$ cat config.mk
export PLATFORM = sky130hd
export DESIGN_NAME = lcd_display_ctrl
export DESIGN_NICKNAME = d
export VERILOG_FILES = /design/src/rtl/lcd_display_ctrl.sv
export SDC_FILE = /design/constraint.sdc
export NUM_CORES = 1
export LEC_CHECK = 0
export CAP_MARGIN = 5
export CORE_MARGIN = 1
export CORE_UTILIZATION = 55
export DETAILED_ROUTE_END_ITERATION = 10
export PLACE_DENSITY = 0.77
export SYNTH_ARGS = -nofsm -noshare
export SYNTH_HDL_FRONTEND = slang
export SYNTH_SLANG_ARGS = --single-unit
$ cat constraint.sdc
create_clock -name clk -period 7.46 [get_ports clk]
set_input_delay 1.492 -clock clk [delete_from_list [all_inputs] [get_ports clk]]
set_output_delay 1.492 -clock clk [all_outputs]
set_load 0.005 [all_outputs]
$ cat src/rtl/lcd_display_ctrl.sv
`default_nettype none
// +--------------------------------------------------------------------------+
// | lcd_display_ctrl                                                         |
// | Runs the init sequence for a 16x2 HD44780 LCD on an 8-bit bus, then      |
// | copies the 32-character message ROM to the display on every mode change. |
// | Optional macro: LCD_AUTO_REFRESH_EN adds a periodic forced rewrite.      |
// | Revision: 1.0                                                            |
// +--------------------------------------------------------------------------+
module lcd_display_ctrl #(
  parameter int EN_PULSE       = 12,
  parameter int CMD_WAIT       = 2500,
  parameter int CLR_WAIT       = 100000,
  parameter int PWRUP_WAIT     = 1000000,
  parameter int REFRESH_PERIOD = 25000000
) (
  input  logic       clk,
  input  logic       rst,
  input  logic [1:0] mode,
  output logic [1:0] msg_sel,
  output logic [4:0] raddr,
  input  logic [7:0] rom_data,
  output logic [7:0] LCD_DATA,
  output logic       LCD_RS,
  output logic       LCD_RW,
  output logic       LCD_EN,
  output logic       LCD_ON,
  output logic       LCD_BLON,
  output logic       busy,
  output logic       done
);

  typedef enum logic [2:0] {
    S_PWRUP = 3'd0,
    S_FETCH = 3'd1,
    S_SETUP = 3'd2,
    S_PULSE = 3'd3,
    S_HOLD  = 3'd4,
    S_DONE  = 3'd5,
    S_IDLE  = 3'd6
  } state_t;

  localparam logic [31:0] c_pwrup_last = 32'(PWRUP_WAIT - 1);
  localparam logic [31:0] c_pulse_last = 32'(EN_PULSE - 1);
  localparam logic [31:0] c_cmd_last   = 32'(CMD_WAIT - 1);
  localparam logic [31:0] c_clr_last   = 32'(CLR_WAIT - 1);

  // Step map: 0-3 init commands, 4 = line-1 address, 5-20 line-1 chars,
  // 21 = line-2 address, 22-37 line-2 chars. Later passes start at step 4.
  localparam logic [5:0] c_step_clear = 6'd2;
  localparam logic [5:0] c_step_pass  = 6'd4;
  localparam logic [5:0] c_step_last  = 6'd37;

  state_t      r_state;
  logic [31:0] r_timer;
  logic [5:0]  r_step;
  logic [1:0]  r_mode_meta;
  logic [1:0]  r_mode_sync;
  logic        r_pending;

  logic [5:0]  w_next_step;
  logic        w_cur_data;
  logic        w_next_data;
  logic        w_refresh_tick;

  function automatic logic is_data_step(input logic [5:0] s);
    return ((s >= 6'd5) && (s <= 6'd20)) || ((s >= 6'd22) && (s <= 6'd37));
  endfunction

  function automatic logic [7:0] cmd_byte(input logic [5:0] s);
    case (s)
      6'd0:    return 8'h38;
      6'd1:    return 8'h0C;
      6'd2:    return 8'h01;
      6'd3:    return 8'h06;
      6'd4:    return 8'h80;
      default: return 8'hC0;
    endcase
  endfunction

  assign w_next_step = r_step + 6'd1;
  assign w_cur_data  = is_data_step(r_step);
  assign w_next_data = is_data_step(w_next_step);
  assign LCD_RW      = 1'b0;

`ifdef LCD_AUTO_REFRESH_EN
  localparam logic [31:0] c_refresh_last = 32'(REFRESH_PERIOD - 1);
  logic [31:0] r_refresh_cnt;

  always_ff @(posedge clk or posedge rst) begin
    if (rst) begin
      r_refresh_cnt <= '0;
    end else if ((r_state == S_DONE) || (r_refresh_cnt == c_refresh_last)) begin
      r_refresh_cnt <= '0;
    end else begin
      r_refresh_cnt <= r_refresh_cnt + 32'd1;
    end
  end

  assign w_refresh_tick = (r_refresh_cnt == c_refresh_last);
`else
  // Without auto-refresh the period has no meaning; this term is never true.
  assign w_refresh_tick = (REFRESH_PERIOD < 0);
`endif

  always_ff @(posedge clk or posedge rst) begin
    if (rst) begin
      r_mode_meta <= 2'd0;
      r_mode_sync <= 2'd0;
    end else begin
      r_mode_meta <= mode;
      r_mode_sync <= r_mode_meta;
    end
  end

  always_ff @(posedge clk or posedge rst) begin
    if (rst) begin
      r_state   <= S_PWRUP;
      r_timer   <= c_pwrup_last;
      r_step    <= 6'd0;
      r_pending <= 1'b0;
      msg_sel   <= 2'd0;
      raddr     <= 5'd0;
      LCD_DATA  <= 8'h00;
      LCD_RS    <= 1'b0;
      LCD_EN    <= 1'b0;
      LCD_ON    <= 1'b0;
      LCD_BLON  <= 1'b0;
      busy      <= 1'b1;
      done      <= 1'b0;
    end else begin
      LCD_ON   <= 1'b1;
      LCD_BLON <= 1'b1;
      done     <= 1'b0;

      if (w_refresh_tick || ((r_state != S_IDLE) && (r_mode_sync != msg_sel))) begin
        r_pending <= 1'b1;
      end

      case (r_state)
        S_PWRUP: begin
          if (r_timer == 32'd0) begin
            r_state  <= S_SETUP;
            r_step   <= 6'd0;
            LCD_DATA <= cmd_byte(6'd0);
            LCD_RS   <= 1'b0;
          end else begin
            r_timer <= r_timer - 32'd1;
          end
        end

        S_FETCH: begin
          LCD_DATA <= rom_data;
          LCD_RS   <= 1'b1;
          r_state  <= S_SETUP;
        end

        S_SETUP: begin
          LCD_EN  <= 1'b1;
          r_timer <= c_pulse_last;
          r_state <= S_PULSE;
        end

        S_PULSE: begin
          if (r_timer == 32'd0) begin
            LCD_EN  <= 1'b0;
            r_timer <= (r_step == c_step_clear) ? c_clr_last : c_cmd_last;
            r_state <= S_HOLD;
          end else begin
            r_timer <= r_timer - 32'd1;
          end
        end

        S_HOLD: begin
          if (r_timer != 32'd0) begin
            r_timer <= r_timer - 32'd1;
          end else begin
            // raddr wraps 31 -> 0 on the last character of the pass.
            if (w_cur_data) begin
              raddr <= raddr + 5'd1;
            end
            if (r_step == c_step_last) begin
              r_state <= S_DONE;
              done    <= 1'b1;
              busy    <= 1'b0;
            end else begin
              r_step <= w_next_step;
              if (w_next_step == c_step_pass) begin
                msg_sel   <= r_mode_sync;
                r_pending <= 1'b0;
              end
              if (w_next_data) begin
                r_state <= S_FETCH;
              end else begin
                r_state  <= S_SETUP;
                LCD_DATA <= cmd_byte(w_next_step);
                LCD_RS   <= 1'b0;
              end
            end
          end
        end

        S_DONE: begin
          r_state <= S_IDLE;
        end

        S_IDLE: begin
          if ((r_mode_sync != msg_sel) || r_pending) begin
            busy      <= 1'b1;
            msg_sel   <= r_mode_sync;
            r_pending <= 1'b0;
            r_step    <= c_step_pass;
            LCD_DATA  <= cmd_byte(c_step_pass);
            LCD_RS    <= 1'b0;
            r_state   <= S_SETUP;
          end
        end

        default: begin
          r_state <= S_PWRUP;
          r_timer <= c_pwrup_last;
        end
      endcase
    end
  end

endmodule
`default_nettype wire

# Word-level counts from Yosys, hierarchy flattened
# Cells that the tools add are included.
# classes
n_reduce_logical,25
eq_ne,24
muxes,49
n_lt_le_gt_ge,8
addsub,3
bitwise,2
# op_table
op,count
one-hot mux 32 bit (5 select lines),1
2-to-1 mux 32 bit,3
2-to-1 mux 8 bit,5
one-hot mux 8 bit (5 select lines),1
logical NOT 32 bit,1
one-hot mux 8 bit (4 select lines),1
nonzero test 32 bit,1
subtractor 32 x 1 -> 32 bit (second input constant),1
2-to-1 mux 6 bit,4
one-hot mux 3 bit (7 select lines),1
!= test 2 bit (second input constant),10
== test 6 x 2 -> 1 bit (second input constant),3
one-hot mux 6 bit (3 select lines),1
2-to-1 mux 17 bit,1
2-to-1 mux 1 bit,16
2-to-1 mux 3 bit,5
>= comparator 6 x 3 -> 1 bit (second input constant),2
>= comparator 6 x 5 -> 1 bit (second input constant),2
less-or-equal comparator 6 x 5 -> 1 bit (second input constant),2
less-or-equal comparator 6 bit (second input constant),2
2-to-1 mux 2 bit,5
AND reduction 5 bit,2
== test 3 bit (second input constant),3
AND reduction 4 bit,2
other kinds (24),36
# word_totals
in_bits,12
register_bits,66
out_inout_bits,22
elab_cells,125

# Depth between registers and ports, before layout
# logic_depth
ltp_word,8
ltp_mapped,10
mapped_depth_nobuf,9

# Least setup slack after synthesis
# OpenSTA, ideal clock, no wires.
# synth_path
path_type,reg-to-reg
startpoint,reg r_timer[12]
endpoint,reg LCD_DATA[0]
t_arrival_ns,2.496
setup_ns,0.127
synth_period_minus_slack_ns,2.624
stages_incl_launch_ff,9
setup_slack_ns,4.836
cell_sequence,dfrtp_1 -> or4_4 -> or3_4 -> nor3_2 -> buf_4 -> nand3_1 -> nor3_2 -> nor3_2 -> mux2_1
# synth_via
elab_chain_cells,3
elab_cells_between_ends,5
cone_classes,eq/ne: 2; reduce/logical: 3
# synth_lines
element,line_no,text
from (decl),54,logic [31:0] r_timer;
from (signal assigned),118,r_timer <= c_pwrup_last;
from (signal assigned),147,r_timer <= r_timer - 32'd1;
from (signal assigned),159,r_timer <= c_pulse_last;
logical NOT 32 bit / nonzero test 32 bit (equally long branches),"141, 174",
!= test 2 bit (no source line),-,
AND reduction 6 bit (no source line) (*),-,
to (signal assigned),144,LCD_DATA <= cmd_byte(6'd0);
to (signal assigned),152,LCD_DATA <= rom_data;
to (signal assigned),195,LCD_DATA <= cmd_byte(w_next_step);
to (decl),22,"output logic [7:0] LCD_DATA,"
# Mark *: on every way between the ends. The rest lies on a longest branch, timed or not.
# A chain may end at the register's enable or synchronous reset.

# Worst setup path in the final report
# layout_path
startpoint,reg r_timer[20]
endpoint,reg LCD_DATA[0]
# The elaborated chain is that of the path after synthesis.

==> impl_metrics.env <==
export IMPL_start_kind="flip-flop"
export IMPL_synth_seq_area_share_pct=40.9
export IMPL_grt_overflow=0
export IMPL_ys_ff_latch=66
export IMPL_synth_fa_ha_area_share_pct=2.76
export IMPL_worstHoldEndpoint="r_mode_sync[0]$_DFF_PP0_"
export IMPL_grt_util_all_layers_pct=27.7
export IMPL_cellPowerDensity_nw_per_um2=147
export IMPL_die_h_um=88.1
export IMPL_tritoncts="yes"
export IMPL_fin_area_um2=4610
export IMPL_grt_pass1_vias=3406
export IMPL_start_util_pct=56.5
export IMPL_antenna_found_initial=0
export IMPL_die_width_um=88.1
export IMPL_fin_crit_sh_pct=47.1
export IMPL_synth_top_area_share_pct=32.5
export IMPL_hold_viol=0
export IMPL_nFillCells=620
export IMPL_cts_hold_buffers=0
export IMPL_postCtsSetupRepairBufs=0
export IMPL_antenna_cells=0
export IMPL_r2r_slack_ns=3.94
export IMPL_crit_path_end_kind="flip-flop"
export IMPL_gp_congestion=0.924
export IMPL_vias=3647
export IMPL_wl_um=9760
export IMPL_yosysWarnings=0
export IMPL_syn_area_per_cell_um2=8.86
export IMPL_finalPower_uw=680
export IMPL_synth_area_leader_cell="dfrtp_1"
export IMPL_grt_start_max_net_pins=67
export IMPL_cts_max_level=3
export IMPL_rows=31
export IMPL_route_detailed_drc=0
export IMPL_postLayoutCoreUtil_pct=63.9
export IMPL_synth_compound_area_share_pct=19.4
export IMPL_core_area_um2=7210
export IMPL_cp_required_ns=7.70
export IMPL_ant_nets=0
export IMPL_whs_path_depth=0
export IMPL_min_period_ns=3.52
export IMPL_fmax_mhz=284
export IMPL_p_leak_uw=0.00193
export IMPL_setup_tns_ns=0
export IMPL_grt_pass1_wl_um=16300
export IMPL_r2r_start="r_timer[20]$_DFFE_PP0P_"
export IMPL_area_growth_pct=13.1
export IMPL_synth_cells=460
export IMPL_tightestPinTransition_ns=1.05
export IMPL_synth_top_family_by_area="simple AND/OR/NAND/NOR gates"
export IMPL_ios=34
export IMPL_regToRegEndpoint="LCD_DATA[0]$_DFFE_PP0P_"
export IMPL_cp_startpoint="r_timer[20]$_DFFE_PP0P_"
export IMPL_outcome="completed"
export IMPL_die_area_um2=7760
export IMPL_async_flop_share_pct=100
export IMPL_drt_iter0_drc=277
export IMPL_dpl_hpwl_um=6870
export IMPL_hold_class="reg -> reg"
export IMPL_clock_sinks=66
export IMPL_synthTopCellsByArea="dfrtp_1 33%, dfstp_2 8.4%, nor2_1 5.2%"
export IMPL_clk_pin_slew_ns=0.07
export IMPL_min_from="r_mode_meta[0]$_DFF_PP0_"
export IMPL_slew_viol_final=0
export IMPL_synth_edff_count=0
export IMPL_crit_type="reg -> reg"
export IMPL_avgRoutedWirePerCell_um=16.7
export IMPL_setup_viol_count_final=0
export IMPL_holdWs_ns=0.360
export IMPL_nNetsFinal=501
export IMPL_clockBufferDepth=2
export IMPL_synth_cell_type_count=64
export IMPL_rsz0062_at_grt="no"
export IMPL_drive_gt1_share_pct=11.8
export IMPL_finalClockSkew_ns=0.00877
export IMPL_crit_arrival_ns=3.76
export IMPL_mostFrequentLayoutCell="nor2_1"
export IMPL_cts_buffers=9
export IMPL_ir_drop_v=0.0000780
export IMPL_via_per_inst=6.24
export IMPL_ys_flop_type="dfrtp_1"
export IMPL_port_buffers=32
export IMPL_synth_simple_area_share_pct=25.2
export IMPL_first_pass_iters=4
export IMPL_post_cts_resized=0
export IMPL_synth_net_count=481
export IMPL_dpl_cell_area_um2=4420
export IMPL_layout_common_cells="56 x nor2_1, 53 x dfrtp_1, 42 x nand2_1, 32 x o21ai_0, 32 x clkdlybuf4s50_1"
export IMPL_synth_mux_area_share_pct=2.73
export IMPL_worstRegToRegCells=8
export IMPL_drv_cap=0
export IMPL_synthXorXnorAreaFrac_pct=4.73
export IMPL_cts_root_buffer="clkbuf_8"
export IMPL_syn_area_um2=4080
export IMPL_path_max_fanout=19
export IMPL_clk_latency_ns=0.36
export IMPL_maxSlewHeadroom_pct=30.2
==> routing by layer <==
| layer | track usage [%] | part of all wire [%] | vias to the layer above |
|---|---|---|---|
| li1 | - | - | 1716 |
| met1 | 35.3 | 43 | 1771 |
| met2 | 46.2 | 49 | 135 |
| met3 | 3.86 | 5.3 | 25 |
| met4 | 13.5 | 2.9 | 0 |
| met5 | 0 | 0 | - |
==> kinds of logic after synthesis <==
group / after synthesis
simple gates: 194
compound gates: 119
flops: 66
buf+inv: 38
xor+xnor: 22
mux: 10
fa+ha+maj: 9
other cells: 2
==> report_power, final <==
group	internal (uW)	switching (uW)	total (uW)
clock network	153	151	305
logic	6.53	8.19	14.7
registers	359	0.652	360
==> worst max-delay path, cell delays in order (launching register included) <==
cell and delay, ns:
dfrtp_1 0.45, nor4_2 0.66, nand4b_1 0.31, nor3_2 0.64, buf_4 0.34, nor2_1 0.11
nor3_1 0.36, nor3_2 0.18, mux2_1 0.34
==> registers in the layout, indices dropped and copies added, names as in the netlist <==
name	cells
r_mode_sync	2
r_timer	32
busy	1
raddr	5
LCD_DATA	8
r_mode_meta	2
msg_sel	2
r_pending	1
r_state	3
LCD_EN	1
done	1
r_step	6
LCD_RS	1
LCD_BLON	1
==> per-stage QoR <==
step	setup WS, ns	instances
after CTS	4.00	584
final	3.94	584
after global placement	4.12	568
after floorplan	4.33	460
after global routing	3.68	584
after detailed placement	4.02	568
==> worst max path at each step <==
stage	to	slack, ns	cells past startpoint
2_1_floorplan	LCD_BLON$_DFF_PP0_	4.33	1
3_3_place_gp	LCD_DATA[7]$_DFFE_PP0P_	4.12	8
3_5_place_dp	LCD_DATA[7]$_DFFE_PP0P_	4.02	8
4_1_cts	LCD_DATA[7]$_DFFE_PP0P_	4.00	8
5_1_grt	LCD_DATA[0]$_DFFE_PP0P_	3.68	8
6_report	LCD_DATA[0]$_DFFE_PP0P_	3.94	8
==> synth_stat cells, types with 5 or more instances <==
master / n
mux2_1: 5
o31ai_1: 6
nor3_2: 6
dfstp_2: 13
or2_2: 5
inv_1: 13
or3_1: 10
nand2_1: 42
nor4_1: 5
a21oi_1: 21
a31oi_1: 11
nand3_1: 10
xor2_1: 11
xnor2_1: 11
ha_1: 9
buf_2: 5
clkbuf_1: 16
nor3_1: 21
nand2b_1: 6
o221ai_1: 8
dfrtp_1: 53
nor2_1: 56
o21ai_0: 32
==> cell type report <==
cell class,instances,area [um^2],area share (%)
multi-input combinational,356,2240,48.6
sequential,66,1670,36.2
timing repair buffer,34,335,7.27
clock buffer,9,124,2.69
tap,99,124,2.69
clock inverter,7,68.8,1.49
inverter,13,48.8,1.06
(Power assumes the default switching activity.)
